--- src/rtl/chan_cfg_pkg.sv ---
// Shared types and constants for the channel configuration sequencer.
// Pure declarations: no logic, no latency.
// No flow control lives here; see chan_cfg_sequencer for handshake behaviour.
package chan_cfg_pkg;

  // Width of the outstanding-frame counter (saturates at 2**CNT_W-1)
  localparam int CNT_W = 4;

  // Power-on configuration
  localparam logic [11:0] CFG_DEF_FFT_SIZE = 12'd256;
  localparam logic [8:0]  CFG_DEF_AVG_LEN  = 9'd16;

  // Sequencer states
  localparam logic [2:0] ST_RUN      = 3'd0;
  localparam logic [2:0] ST_WAIT_EOF = 3'd1;
  localparam logic [2:0] ST_DRAIN    = 3'd2;
  localparam logic [2:0] ST_RESET    = 3'd3;
  localparam logic [2:0] ST_SETTLE   = 3'd4;

  typedef struct packed {
    logic [11:0] fft_size;
    logic [8:0]  avg_len;
  } chan_cfg_t;

  // Legal configuration: fft_size a power of two in 8..2048, avg_len nonzero
  function automatic logic cfg_is_legal(input logic [11:0] fft, input logic [8:0] avg);
    logic pow2;
    pow2 = (fft != 12'd0) && ((fft & (fft - 12'd1)) == 12'd0);
    return pow2 && (fft >= 12'd8) && (fft <= 12'd2048) && (avg != 9'd0);
  endfunction

endpackage

--- src/rtl/chan_cfg_sequencer_if.sv ---
// Bundles the config handshake, the upstream/datapath streams and the monitored datapath output.
// Wires only: no latency.
// slave = sequencer side; master = the environment driving config and streams.
interface chan_cfg_sequencer_if;
  logic        cfg_valid;
  logic [11:0] cfg_fft_size;
  logic [8:0]  cfg_avg_len;
  logic        cfg_ready;
  logic        up_tvalid;
  logic        up_tlast;
  logic        up_tready;
  logic        dp_tvalid;
  logic        dp_tready;
  logic        dn_tvalid;
  logic        dn_tready;
  logic        dn_tlast;

  modport slave (
    input  cfg_valid, cfg_fft_size, cfg_avg_len,
    input  up_tvalid, up_tlast, dp_tready,
    input  dn_tvalid, dn_tready, dn_tlast,
    output cfg_ready, up_tready, dp_tvalid
  );

  modport master (
    output cfg_valid, cfg_fft_size, cfg_avg_len,
    output up_tvalid, up_tlast, dp_tready,
    output dn_tvalid, dn_tready, dn_tlast,
    input  cfg_ready, up_tready, dp_tvalid
  );
endinterface

--- src/rtl/chan_cfg_frame_tracker.sv ---
// Tracks whether an input frame is half-sent and how many frames are still inside the datapath.
// State updates one cycle after the beat; frame_open/drained look ahead at this cycle's events.
// Observes handshakes only, never stalls either stream.
module chan_cfg_frame_tracker
  import chan_cfg_pkg::*;
(
  input  logic clk,
  input  logic sync_reset,
  input  logic in_beat,     // accepted upstream beat
  input  logic in_last,     // tlast of that beat
  input  logic out_last,    // datapath output tlast handshake
  output logic in_frame,
  output logic frame_open,  // in_frame as it will be after this cycle
  output logic drained      // outstanding count will be zero after this cycle
);

  logic [CNT_W-1:0] frame_cnt;
  logic [CNT_W-1:0] cnt_nxt;
  logic             in_eof;

  assign in_eof     = in_beat & in_last;
  assign frame_open = in_beat ? ~in_last : in_frame;
  assign drained    = (cnt_nxt == '0);

  // Saturating up/down count; coincident in/out tlast cancel out
  always_comb begin
    cnt_nxt = frame_cnt;
    if (in_eof && !out_last) begin
      if (frame_cnt != '1) cnt_nxt = frame_cnt + 1'b1;
    end else if (!in_eof && out_last) begin
      if (frame_cnt != '0) cnt_nxt = frame_cnt - 1'b1;
    end
  end

  // Register frame position and outstanding count
  always_ff @(posedge clk) begin
    if (sync_reset) begin
      in_frame  <= 1'b0;
      frame_cnt <= '0;
    end else begin
      if (in_beat) in_frame <= ~in_last;
      frame_cnt <= cnt_nxt;
    end
  end

endmodule

--- src/rtl/chan_cfg_sequencer.sv ---
// Applies a new FFT/averaging config safely: finish frame, drain datapath, pulse dp_reset, settle.
// cfg accepted in 1 cycle in RUN; new values appear when the datapath has drained.
// Upstream stalled (up_tready=0) from end of current frame until settle completes. Option: CHAN_CFG_SEQUENCER_VALIDATE_EN.
module chan_cfg_sequencer
  import chan_cfg_pkg::*;
#(
  parameter logic [11:0] DEF_FFT_SIZE  = CFG_DEF_FFT_SIZE,
  parameter logic [8:0]  DEF_AVG_LEN   = CFG_DEF_AVG_LEN,
  parameter int          RST_CYCLES    = 4,
  parameter int          SETTLE_CYCLES = 24
) (
  input  logic                 clk,
  input  logic                 sync_reset,
  chan_cfg_sequencer_if.slave  bus,
  output logic [11:0]          fft_size,
  output logic [8:0]           avg_len,
  output logic                 dp_reset,
  output logic                 busy,
  output logic                 cfg_err
);

  localparam logic [5:0] RST_LAST    = 6'(RST_CYCLES - 1);
  localparam logic [5:0] SETTLE_LAST = 6'(SETTLE_CYCLES - 1);

  logic [2:0] state, state_nxt;
  logic [5:0] timer;
  chan_cfg_t  shadow;
  logic       pass, in_beat, out_last, cfg_acc, cfg_ok;
  logic       in_frame, frame_open, drained;

  // Data flows in RUN and while finishing the current frame in WAIT_EOF
  assign pass          = (state == ST_RUN) || (state == ST_WAIT_EOF);
  assign bus.dp_tvalid = pass & bus.up_tvalid;
  assign bus.up_tready = pass & bus.dp_tready;
  assign bus.cfg_ready = (state == ST_RUN);
  assign dp_reset      = (state == ST_RESET);
  assign busy          = (state != ST_RUN);

  assign in_beat  = bus.up_tvalid & bus.up_tready;
  assign out_last = bus.dn_tvalid & bus.dn_tready & bus.dn_tlast;
  assign cfg_acc  = bus.cfg_valid & bus.cfg_ready;

`ifdef CHAN_CFG_SEQUENCER_VALIDATE_EN
  assign cfg_ok = cfg_is_legal(bus.cfg_fft_size, bus.cfg_avg_len);

  // One-cycle error pulse for a rejected config
  always_ff @(posedge clk) begin
    if (sync_reset) cfg_err <= 1'b0;
    else            cfg_err <= cfg_acc & ~cfg_ok;
  end
`else
  assign cfg_ok  = 1'b1;
  assign cfg_err = 1'b0;
`endif

  chan_cfg_frame_tracker u_tracker (
    .clk        (clk),
    .sync_reset (sync_reset),
    .in_beat    (in_beat),
    .in_last    (bus.up_tlast),
    .out_last   (out_last),
    .in_frame   (in_frame),
    .frame_open (frame_open),
    .drained    (drained)
  );

  // Next-state logic. frame_open (not the registered in_frame) decides WAIT_EOF so that a
  // first beat accepted alongside the config is not cut off, and a last beat alongside it
  // skips WAIT_EOF.
  always_comb begin
    state_nxt = state;
    case (state)
      ST_RUN:      if (cfg_acc && cfg_ok) state_nxt = frame_open ? ST_WAIT_EOF : ST_DRAIN;
      ST_WAIT_EOF: if (in_beat && bus.up_tlast) state_nxt = ST_DRAIN;
      ST_DRAIN:    if (drained) state_nxt = ST_RESET;
      ST_RESET:    if (timer == RST_LAST) state_nxt = ST_SETTLE;
      ST_SETTLE:   if (timer == SETTLE_LAST) state_nxt = ST_RUN;
      default:     state_nxt = ST_RUN;
    endcase
  end

  // State register and per-state cycle timer (restarts on every transition)
  always_ff @(posedge clk) begin
    if (sync_reset) begin
      state <= ST_RUN;
      timer <= '0;
    end else begin
      state <= state_nxt;
      if (state_nxt != state)                             timer <= '0;
      else if (state == ST_RESET || state == ST_SETTLE)   timer <= timer + 1'b1;
    end
  end

  // Shadow capture on accept; live config updates only on the DRAIN->RESET edge
  always_ff @(posedge clk) begin
    if (sync_reset) begin
      shadow   <= '{fft_size: DEF_FFT_SIZE, avg_len: DEF_AVG_LEN};
      fft_size <= DEF_FFT_SIZE;
      avg_len  <= DEF_AVG_LEN;
    end else begin
      if (cfg_acc) shadow <= '{fft_size: bus.cfg_fft_size, avg_len: bus.cfg_avg_len};
      if (state == ST_DRAIN && drained) begin
        fft_size <= shadow.fft_size;
        avg_len  <= shadow.avg_len;
      end
    end
  end

  // in_frame is consumed inside the tracker's look-ahead; keep it visible for debug
  logic unused_in_frame;
  assign unused_in_frame = in_frame;

endmodule

--- src/flat_wrapper.sv ---
// flat-port wrapper written by rule: the top's interface ports become plain ports
module chan_cfg_sequencer_flat import chan_cfg_pkg::*;
#(
  parameter logic [11:0] DEF_FFT_SIZE  = CFG_DEF_FFT_SIZE,
  parameter logic [8:0]  DEF_AVG_LEN   = CFG_DEF_AVG_LEN,
  parameter int          RST_CYCLES    = 4,
  parameter int          SETTLE_CYCLES = 24
)
  (clk, sync_reset, fft_size, avg_len, dp_reset, busy, cfg_err, bus_cfg_valid, bus_cfg_fft_size, bus_cfg_avg_len, bus_up_tvalid, bus_up_tlast, bus_dp_tready, bus_dn_tvalid, bus_dn_tready, bus_dn_tlast, bus_cfg_ready, bus_up_tready, bus_dp_tvalid);
  chan_cfg_sequencer_if bus_i ();
  input  logic clk;
  input  logic sync_reset;
  output logic [11:0] fft_size;
  output logic [8:0] avg_len;
  output logic dp_reset;
  output logic busy;
  output logic cfg_err;
  input wire logic [$bits(bus_i.cfg_valid)-1:0] bus_cfg_valid;
  input wire logic [$bits(bus_i.cfg_fft_size)-1:0] bus_cfg_fft_size;
  input wire logic [$bits(bus_i.cfg_avg_len)-1:0] bus_cfg_avg_len;
  input wire logic [$bits(bus_i.up_tvalid)-1:0] bus_up_tvalid;
  input wire logic [$bits(bus_i.up_tlast)-1:0] bus_up_tlast;
  input wire logic [$bits(bus_i.dp_tready)-1:0] bus_dp_tready;
  input wire logic [$bits(bus_i.dn_tvalid)-1:0] bus_dn_tvalid;
  input wire logic [$bits(bus_i.dn_tready)-1:0] bus_dn_tready;
  input wire logic [$bits(bus_i.dn_tlast)-1:0] bus_dn_tlast;
  output wire logic [$bits(bus_i.cfg_ready)-1:0] bus_cfg_ready;
  output wire logic [$bits(bus_i.up_tready)-1:0] bus_up_tready;
  output wire logic [$bits(bus_i.dp_tvalid)-1:0] bus_dp_tvalid;
  assign bus_i.cfg_valid = bus_cfg_valid;
  assign bus_i.cfg_fft_size = bus_cfg_fft_size;
  assign bus_i.cfg_avg_len = bus_cfg_avg_len;
  assign bus_i.up_tvalid = bus_up_tvalid;
  assign bus_i.up_tlast = bus_up_tlast;
  assign bus_i.dp_tready = bus_dp_tready;
  assign bus_i.dn_tvalid = bus_dn_tvalid;
  assign bus_i.dn_tready = bus_dn_tready;
  assign bus_i.dn_tlast = bus_dn_tlast;
  assign bus_cfg_ready = bus_i.cfg_ready;
  assign bus_up_tready = bus_i.up_tready;
  assign bus_dp_tvalid = bus_i.dp_tvalid;
  chan_cfg_sequencer #(.DEF_FFT_SIZE(DEF_FFT_SIZE), .DEF_AVG_LEN(DEF_AVG_LEN), .RST_CYCLES(RST_CYCLES), .SETTLE_CYCLES(SETTLE_CYCLES)) u_core (.clk(clk), .sync_reset(sync_reset), .bus(bus_i), .fft_size(fft_size), .avg_len(avg_len), .dp_reset(dp_reset), .busy(busy), .cfg_err(cfg_err));
endmodule
--- config.mk ---
export PLATFORM = sky130hd
export DESIGN_NAME = chan_cfg_sequencer_flat
export DESIGN_NICKNAME = d
export VERILOG_FILES = /design/src/rtl/chan_cfg_pkg.sv /design/src/rtl/chan_cfg_sequencer_if.sv /design/src/rtl/chan_cfg_frame_tracker.sv /design/src/rtl/chan_cfg_sequencer.sv /design/src/flat_wrapper.sv
export SDC_FILE = /design/constraint.sdc
export NUM_CORES = 1
export LEC_CHECK = 0
export CAP_MARGIN = 20
export CORE_MARGIN = 3
export CORE_UTILIZATION = 35
export DETAILED_ROUTE_END_ITERATION = 6
export SETUP_SLACK_MARGIN = 0.2
export SLEW_MARGIN = 20
export SYNTH_ARGS = -nofsm -noshare
export SYNTH_HDL_FRONTEND = slang
export SYNTH_HIERARCHICAL = 1
export SYNTH_SLANG_ARGS = --single-unit
--- constraint.sdc ---
create_clock -name clk -period 2.6 [get_ports clk]
set_clock_uncertainty 0.1 [all_clocks]
set_input_delay 0.65 -clock clk [delete_from_list [all_inputs] [get_ports clk]]
set_output_delay 0.65 -clock clk [all_outputs]
set_load 0.1 [all_outputs]
==> metrics.txt, run 1 <==
# TYPE chip_impl_metric gauge
chip_impl_metric{name="synth_cell_types",unit=""} 47
chip_impl_metric{name="max-slew-margin-rel",unit="%"} 54.2
chip_impl_info{name="synthFlopType",value="sky130_fd_sc_hd__dfxtp_1"} 1
chip_impl_metric{name="net_sw_power",unit="W"} 0.000821
chip_impl_metric{name="number_of_antenna_violations_at_the_first_check_in_global_routing",unit=""} 0
chip_impl_metric{name="synth_seq_area_share",unit="%"} 46.7
chip_impl_metric{name="worstMarginPinSlew",unit="ns"} 0.685
chip_impl_metric{name="detail_route.wl_per_cell",unit="um"} 13.6
chip_impl_metric{name="clock_sink_count",unit=""} 56
chip_impl_metric{name="syn_inst",unit=""} 299
chip_impl_metric{name="timing.final.setup_violations",unit=""} 0
chip_impl_metric{name="timing.critical_path.fanout_max",unit=""} 6
chip_impl_metric{name="sequentialPowerShare",unit="%"} 43.2
chip_impl_info{name="rsz0062_at_grt",value="true"} 1
chip_impl_metric{name="area_growth_syn_to_layout",unit="%"} 50.9
chip_impl_metric{name="die-width",unit="um"} 88.8
chip_impl_metric{name="design.core.area",unit="um2"} 6490
chip_impl_metric{name="fin_crit_sh",unit="%"} 97.5
chip_impl_metric{name="drt_wl_total",unit="mm"} 6.10
chip_impl_metric{name="synth_area",unit="um2"} 2400
chip_impl_metric{name="vert_die_dim",unit="um"} 88.8
chip_impl_metric{name="place.port_buffers",unit=""} 55
chip_impl_metric{name="timing.final.crit_period",unit="ns"} 2.53
chip_impl_info{name="synth_top_area_cell",value="sky130_fd_sc_hd__dfxtp_1"} 1
chip_impl_metric{name="synth_largest_type_area_fraction",unit="%"} 46.7
chip_impl_metric{name="final.setup.tns",unit="ns"} 0
chip_impl_info{name="hold_class",value="reg -> reg"} 1
chip_impl_metric{name="grt-ovfl-total",unit=""} 0
chip_impl_metric{name="vias_after_detailed_routing",unit=""} 2275
chip_impl_metric{name="clkLatencyLatePin",unit="ns"} 0.31
chip_impl_metric{name="cap_violations",unit=""} 0
chip_impl_metric{name="drt-initial-drc-count",unit=""} 106
chip_impl_metric{name="regToRegSetupSlack",unit="ns"} 0.08
chip_impl_metric{name="n_diodes",unit=""} 0
chip_impl_metric{name="power-per-cell-area",unit="nW/um2"} 617
chip_impl_metric{name="grtUsageTotal",unit="%"} 15.5
chip_impl_metric{name="drc_viols",unit=""} 0
chip_impl_metric{name="synth-edff-count",unit=""} 0
chip_impl_metric{name="drt-pass1-iter-count",unit=""} 4
chip_impl_metric{name="leakage_power",unit="nW"} 1.52
chip_impl_info{name="startpoint_type",value="input pin"} 1
chip_impl_metric{name="wire_length_of_the_first_global_routing_pass",unit="mm"} 9.49
chip_impl_metric{name="initial_core_util",unit="%"} 37.0
chip_impl_info{name="critPathLaunch",value="bus_dp_tready"} 1
chip_impl_info{name="synthMostInstantiatedCell",value="sky130_fd_sc_hd__nand2_1"} 1
chip_impl_metric{name="design_area",unit="um2"} 3620
chip_impl_metric{name="die-area",unit="um2"} 7890
chip_impl_metric{name="worst-endpoint-required",unit="ns"} 2.74
chip_impl_metric{name="p_int",unit="W"} 0.00141
chip_impl_metric{name="drive_gt1_share",unit="%"} 35.6
chip_impl_info{name="crit_chain",value="buf_6 > and3_4 > and2_4 > a21bo_4 > or3b_1 > a21boi_1 > a211o_2 > nor3_4 > nand2_1 > o21ai_2 > a221o_2 > nor3_2"} 1
chip_impl_metric{name="detail_route.vias_per_cell",unit=""} 5.08
chip_impl_metric{name="ant_nets",unit=""} 0
chip_impl_metric{name="dpl_cell_area",unit="um2"} 3110
chip_impl_metric{name="whs",unit="ns"} 0.359
chip_impl_metric{name="critical_path.max_stage_delay",unit="ns"} 0.48
chip_impl_metric{name="top_level_ports",unit=""} 57
chip_impl_metric{name="ys_async_sr_fraction",unit="%"} 0
chip_impl_metric{name="timing.final.hold_violations",unit=""} 0
chip_impl_metric{name="fmax",unit="GHz"} 0.395
chip_impl_metric{name="power.share.combinational",unit="%"} 35.1
chip_impl_metric{name="power.share.clock",unit="%"} 21.7
chip_impl_info{name="cp-end-kind",value="flip-flop"} 1
chip_impl_metric{name="gp_weighted_congestion",unit=""} 0.799
chip_impl_metric{name="via_count_of_the_first_global_routing_pass",unit=""} 2093
chip_impl_metric{name="worstPathArrival",unit="ns"} 2.68
chip_impl_metric{name="cts.htree.levels",unit=""} 2
chip_impl_info{name="cp_top_family",value="compound AO/OA/AOI/OAI gates"} 1
chip_impl_metric{name="nets",unit=""} 403
chip_impl_metric{name="placementRows",unit=""} 29
chip_impl_metric{name="synth-warning-count",unit=""} 6
chip_impl_metric{name="final_max_slew_viol_count",unit=""} 0
chip_impl_metric{name="synth_nets",unit=""} 332
chip_impl_metric{name="syn_avg_cell_area",unit="um2"} 8.03
chip_impl_metric{name="ys_ff_latch",unit=""} 56
chip_impl_metric{name="dp.final_hpwl",unit="mm"} 3.78
chip_impl_metric{name="power.share.switching",unit="%"} 36.8
chip_impl_info{name="r2r-end",value="u_core/timer[5]"} 1
chip_impl_metric{name="grt_start_max_net_pins",unit=""} 51
chip_impl_info{name="yosys-top-cells-area",value="sky130_fd_sc_hd__dfxtp_1 47%, sky130_fd_sc_hd__nand2_1 14%, sky130_fd_sc_hd__a21oi_1 8.3%"} 1
chip_impl_info{name="run_status",value="complete, no violations"} 1
chip_impl_info{name="clock_tree.root_cell",value="sky130_fd_sc_hd__clkbuf_8"} 1
chip_impl_info{name="critical_path.reg2reg.startpoint",value="u_core/state[1]"} 1
chip_impl_metric{name="ff2ff_path_depth",unit=""} 12
chip_impl_metric{name="dp_worst_setup_slack",unit="ns"} -0.643
chip_impl_metric{name="worst_slack",unit="ns"} 0.0661
chip_impl_metric{name="cts_max_path_buffers",unit=""} 2
chip_impl_info{name="worst_setup_path_endpoint",value="u_core/timer[5]"} 1
chip_impl_metric{name="peakVddDrop",unit="mV"} 0.228
chip_impl_info{name="worst_path_class_setup",value="in -> reg"} 1
chip_impl_info{name="synthTopCellsByCount",value="88 x sky130_fd_sc_hd__nand2_1, 56 x sky130_fd_sc_hd__dfxtp_1, 40 x sky130_fd_sc_hd__a21oi_1, 11 x sky130_fd_sc_hd__clkbuf_1, 11 x sky130_fd_sc_hd__nor3_1"} 1
chip_impl_metric{name="cts_buffers",unit=""} 5
chip_impl_metric{name="critPathBufInv",unit=""} 1
chip_impl_metric{name="path_clk_slew",unit="ns"} 0.10
chip_impl_metric{name="finalPower",unit="W"} 0.00223
chip_impl_info{name="cp_slowest_cell",value="sky130_fd_sc_hd__a221o_2"} 1
chip_impl_info{name="tritoncts_clock_tree",value="yes"} 1
chip_impl_metric{name="cp_num_cells",unit=""} 12
## cells by family after synthesis
family                   count (synthesis)  synth area share [%]
AO/OA/AOI/OAI                           63                  16.1
XOR/XNOR                                 6                  2.19
adder cells (fa/ha/maj)                  3                  1.56
buffers and inverters                   26                  4.74
flip-flops                              56                  46.7
multiplexers                             3                  1.30
other                                    1                 0.156
AND/OR/NAND/NOR                        141                  27.3
## what timing repair did
item | 4_1_cts | 5_1_grt
cloned | 3 | 0
setup buffers | 7 | 3
endpoints found under the setup margin | 28 | 27
hold buffers | 0 | 0
resized for setup | 80 | 15
pin swaps | 36 | 16
## cell usage in the layout (no fill, tap or decap), types with 4 or more instances in the layout
cell type,Yosys,final
sky130_fd_sc_hd__nand2_4,0,11
sky130_fd_sc_hd__xor2_1,4,4
sky130_fd_sc_hd__nor2_1,9,6
sky130_fd_sc_hd__clkdlybuf4s50_1,0,22
sky130_fd_sc_hd__buf_6,1,5
sky130_fd_sc_hd__inv_1,8,5
sky130_fd_sc_hd__nand2_2,0,11
sky130_fd_sc_hd__nand3b_1,4,4
sky130_fd_sc_hd__dfxtp_1,56,53
sky130_fd_sc_hd__a21oi_1,40,31
sky130_fd_sc_hd__buf_12,0,6
sky130_fd_sc_hd__clkbuf_8,0,5
sky130_fd_sc_hd__nor3_2,0,6
sky130_fd_sc_hd__nand2_1,88,66
sky130_fd_sc_hd__nor2b_1,6,6
sky130_fd_sc_hd__buf_4,1,40
sky130_fd_sc_hd__a21oi_2,0,9
## tightest hold or removal path: stages (launching register included)
cell and delay [ns]:
sky130_fd_sc_hd__dfxtp_1 0.32, sky130_fd_sc_hd__nand2_1 0.05, sky130_fd_sc_hd__a21oi_1 0.05
## worst min path at each step
stage                           to  cells past startpoint               start  slack, ns
5_1_grt         u_core/fft_size[0]                      2  u_core/fft_size[0]       0.39
6_report        u_core/fft_size[7]                      2  u_core/fft_size[7]       0.36
2_1_floorplan  u_core/fft_size[10]                      2   u_core/shadow[19]       0.33
4_1_cts         u_core/fft_size[7]                      2  u_core/fft_size[7]       0.36
3_3_place_gp     u_core/avg_len[5]                      2    u_core/shadow[5]       0.34
3_5_place_dp     u_core/avg_len[2]                      2    u_core/shadow[2]       0.34
## layout make-up
cell class,count,area [um2]
fillers,610,2870
multi-input cells,217,1460
flip-flops and latches,56,1120
repair buffers,82,818
well taps,77,96.3
clock buffers,5,68.8
inverters,8,30.0
clock inverters,3,21.3
## power by group through the flow
stage | logic [W] | registers [W] | clock network (W)
after floorplan | 0.000349 | 0.00106 | 0
after global placement | 0.000648 | 0.000969 | 0
after detailed placement | 0.000651 | 0.000970 | 0
after CTS | 0.000776 | 0.000963 | 0.000516
after global routing | 0.000830 | 0.000971 | 0.000541
final | 0.000784 | 0.000964 | 0.000486
## sequential cells by signal, indices dropped and copies added (netlist names)
signal	count
u_core/u_tracker/in_frame	1
u_core/u_tracker/frame_cnt	4
u_core/state	3
u_core/avg_len	9
u_core/timer	6
u_core/shadow	21
u_core/fft_size	12
## through the flow
stage          std cells  util [%]
2_1_floorplan        299         -
3_5_place_dp         427      47.9
4_1_cts              445      55.0
6_report             448      55.8
5_1_grt              448      55.8
3_3_place_gp         427      47.9
## metal layers
layer / up-vias / wire (um) / global-route usage [%]
met4: 0 / 93 / 5.08
met3: 9 / 234 / 3.82
met5: - / 0 / 0
li1: 1154 / - / -
met1: 1070 / 2830 / 19.8
met2: 42 / 2940 / 25.5
No activity file was read; power rests on OpenSTA's default activity.
==> run 2, diff against run 1 <==
Settings changed: PLACE_DENSITY from default to 0.66, TNS_END_PERCENT from default to 10.
==> run 2 against run 1 <==
Compared with the run above:
- the run now ends with setup timing left
- combinational power decreased by 7.3%
- flip-flop and latch count unchanged
- clock-buffer cell count unchanged
- critical path type unchanged
- critical endpoint is now u_core/timer[0]
==> metrics.txt, run 2 (synthesized netlist as in run 1, its figures left out) <==
# TYPE chip_impl_metric gauge
chip_impl_info{name="run_status",value="finished, violations left"} 1
chip_impl_info{name="failed_checks",value="setup timing"} 1
chip_impl_metric{name="wire_length_of_the_first_global_routing_pass",unit="mm"} 8.93
chip_impl_info{name="final_cell_mix",value="86 x sky130_fd_sc_hd__nand2_1, 54 x sky130_fd_sc_hd__dfxtp_1, 39 x sky130_fd_sc_hd__buf_4"} 1
chip_impl_metric{name="timing.final.crit_period",unit="ns"} 2.60
chip_impl_metric{name="number_of_antenna_violations_at_the_first_check_in_global_routing",unit=""} 0
chip_impl_metric{name="largest_reg_flops",unit=""} 21
chip_impl_metric{name="clkLatencyLatePin",unit="ns"} 0.30
chip_impl_metric{name="detail_route.vias_per_cell",unit=""} 4.95
chip_impl_metric{name="drt_wl_total",unit="mm"} 5.81
chip_impl_metric{name="gp_weighted_congestion",unit=""} 0.855
chip_impl_metric{name="timing.critical_path.fanout_max",unit=""} 6
chip_impl_metric{name="initial_core_util",unit="%"} 37.0
chip_impl_metric{name="drt-pass1-iter-count",unit=""} 4
chip_impl_metric{name="detail_route.wl_per_cell",unit="um"} 13.0
chip_impl_info{name="max_flop_register",value="u_core/shadow"} 1
chip_impl_metric{name="vias_after_detailed_routing",unit=""} 2209
chip_impl_metric{name="grtUsageTotal",unit="%"} 14.1
chip_impl_metric{name="grt_start_max_net_pins",unit=""} 51
chip_impl_metric{name="power-per-cell-area",unit="nW/um2"} 622
chip_impl_info{name="startpoint_type",value="input pin"} 1
chip_impl_metric{name="place.port_buffers",unit=""} 55
chip_impl_metric{name="nets",unit=""} 401
chip_impl_info{name="worst_path_class_setup",value="in -> reg"} 1
chip_impl_metric{name="drt-initial-drc-count",unit=""} 87
chip_impl_info{name="cp-end-kind",value="flip-flop"} 1
chip_impl_metric{name="drive_gt1_share",unit="%"} 26.6
chip_impl_metric{name="final_cell_count_no_fill",unit=""} 446
chip_impl_metric{name="drc_viols",unit=""} 0
chip_impl_metric{name="path_clk_slew",unit="ns"} 0.10
chip_impl_metric{name="dp.final_hpwl",unit="mm"} 3.65
chip_impl_info{name="mostFrequentLayoutCell",value="sky130_fd_sc_hd__nand2_1"} 1
chip_impl_metric{name="clock_sink_count",unit=""} 56
chip_impl_metric{name="cts_max_path_buffers",unit=""} 2
chip_impl_metric{name="timing.final.hold_violations",unit=""} 0
chip_impl_metric{name="final_max_slew_viol_count",unit=""} 0
chip_impl_metric{name="worstMarginPinSlew",unit="ns"} 0.641
chip_impl_info{name="rsz0062_at_grt",value="true"} 1
chip_impl_metric{name="leakage_power",unit="nW"} 1.37
chip_impl_info{name="hold_class",value="reg -> reg"} 1
chip_impl_metric{name="worst-endpoint-required",unit="ns"} 2.74
chip_impl_metric{name="grt-ovfl-total",unit=""} 0
chip_impl_metric{name="final.fill_count",unit=""} 626
chip_impl_metric{name="dpl_cell_area",unit="um2"} 3110
chip_impl_metric{name="peakVddDrop",unit="mV"} 0.359
chip_impl_metric{name="timing.final.setup_violations",unit=""} 1
chip_impl_metric{name="ant_nets",unit=""} 0
chip_impl_metric{name="cts_buffers",unit=""} 5
chip_impl_metric{name="n_diodes",unit=""} 0
chip_impl_metric{name="design.core.area",unit="um2"} 6490
chip_impl_metric{name="worst_slack",unit="ns"} -0.00188
chip_impl_info{name="tritoncts_clock_tree",value="yes"} 1
chip_impl_metric{name="die-width",unit="um"} 88.8
chip_impl_metric{name="vert_die_dim",unit="um"} 88.8
chip_impl_metric{name="die-area",unit="um2"} 7890
chip_impl_metric{name="max-slew-margin-rel",unit="%"} 57.2
chip_impl_metric{name="fmax",unit="GHz"} 0.384
chip_impl_metric{name="design_area",unit="um2"} 3480
chip_impl_metric{name="placementRows",unit=""} 29
chip_impl_metric{name="area_growth_syn_to_layout",unit="%"} 44.8
chip_impl_metric{name="cap_violations",unit=""} 0
chip_impl_metric{name="via_count_of_the_first_global_routing_pass",unit=""} 2005
chip_impl_metric{name="worstPathArrival",unit="ns"} 2.74
chip_impl_metric{name="top_level_ports",unit=""} 57
chip_impl_info{name="clock_tree.root_cell",value="sky130_fd_sc_hd__clkbuf_8"} 1
chip_impl_metric{name="count_of_hold_buffers_inserted_by_post_cts_repair",unit=""} 0
chip_impl_metric{name="fin_crit_sh",unit="%"} 100
chip_impl_info{name="layout_top_registers",value="u_core/shadow: 21 flops, u_core/fft_size: 12 flops, u_core/avg_len: 9 flops"} 1
chip_impl_metric{name="cts.htree.levels",unit=""} 2
chip_impl_metric{name="post-place-cells",unit=""} 426
run 2: per-layer routing:
metal / wire length, um / global-route usage [%] / part of all wire [%] / up-vias
met5: 0 / 0 / 0 / -
met4: 57 / 3.85 / 0.98 / 0
met3: 259 / 2.79 / 4.5 / 5
met2: 2700 / 23.1 / 46 / 37
met1: 2800 / 18.8 / 48 / 1020
li1: - / - / - / 1147
run 2: area by class of cell:
| type | instances | area (um2) | share of cell area, % |
|---|---|---|---|
| Clock buffer | 5 | 68.8 | 1.98 |
| Clock inverter | 3 | 22.5 | 0.648 |
| Inverter | 8 | 30.0 | 0.864 |
| Multi-Input combinational cell | 217 | 1340 | 38.6 |
| Sequential cell | 56 | 1120 | 32.3 |
| Tap cell | 77 | 96.3 | 2.77 |
| Timing Repair Buffer | 80 | 793 | 22.8 |
run 2: report_power, final:
group	internal (W)	switching [W]
Clock	0.000194	0.000287
Combinational	0.000277	0.000450
Sequential	0.000914	0.0000388
run 2: worst max-delay path, stage by stage:
cell                       delay (ns)
sky130_fd_sc_hd__buf_6           0.09
sky130_fd_sc_hd__and3_4          0.14
sky130_fd_sc_hd__and2_4          0.16
sky130_fd_sc_hd__buf_6           0.12
sky130_fd_sc_hd__nand2_4         0.07
sky130_fd_sc_hd__a311oi_4        0.04
sky130_fd_sc_hd__buf_4           0.16
sky130_fd_sc_hd__mux2_4          0.27
sky130_fd_sc_hd__a22oi_2         0.20
sky130_fd_sc_hd__nor3_4          0.08
sky130_fd_sc_hd__nand2_1         0.09
sky130_fd_sc_hd__o21ai_2         0.06
sky130_fd_sc_hd__a221o_2         0.43
sky130_fd_sc_hd__nor3_2          0.18
run 2: final timing paths:
check | startpoint | slack (ns) | cells after the start | end
hold reg to reg | u_core/shadow[7] | 0.36 | 2 | u_core/avg_len[7]
hold / removal | u_core/shadow[7] | 0.36 | 2 | u_core/avg_len[7]
setup / recovery | bus_dp_tready | -0.002 | 14 | u_core/timer[0]
setup reg to reg | u_core/state[2] | 0.02 | 14 | u_core/timer[0]
run 2: stage by stage:
stage	setup slack (ns)	power, W	utilization [%]	hold WS, ns	setup TNS (ns)
after floorplan	-0.169	0.00141	-	0.332	-4.49
after detailed placement	-0.624	0.00162	47.8	0.343	-14.96
final	-0.00188	0.00216	53.5	0.359	-0.00188
after global routing	-0.112	0.00227	53.5	0.374	-1.56
after global placement	-0.537	0.00161	47.8	0.337	-13.85
after CTS	0.0375	0.00213	51.0	0.359	0
run 2: timing repair:
item                       in CTS  in global routing
pin swaps                      13                  8
resized for setup              30                 20
gates cloned                    0                  3
setup endpoints to repair      28                 28
setup buffers                   7                  2
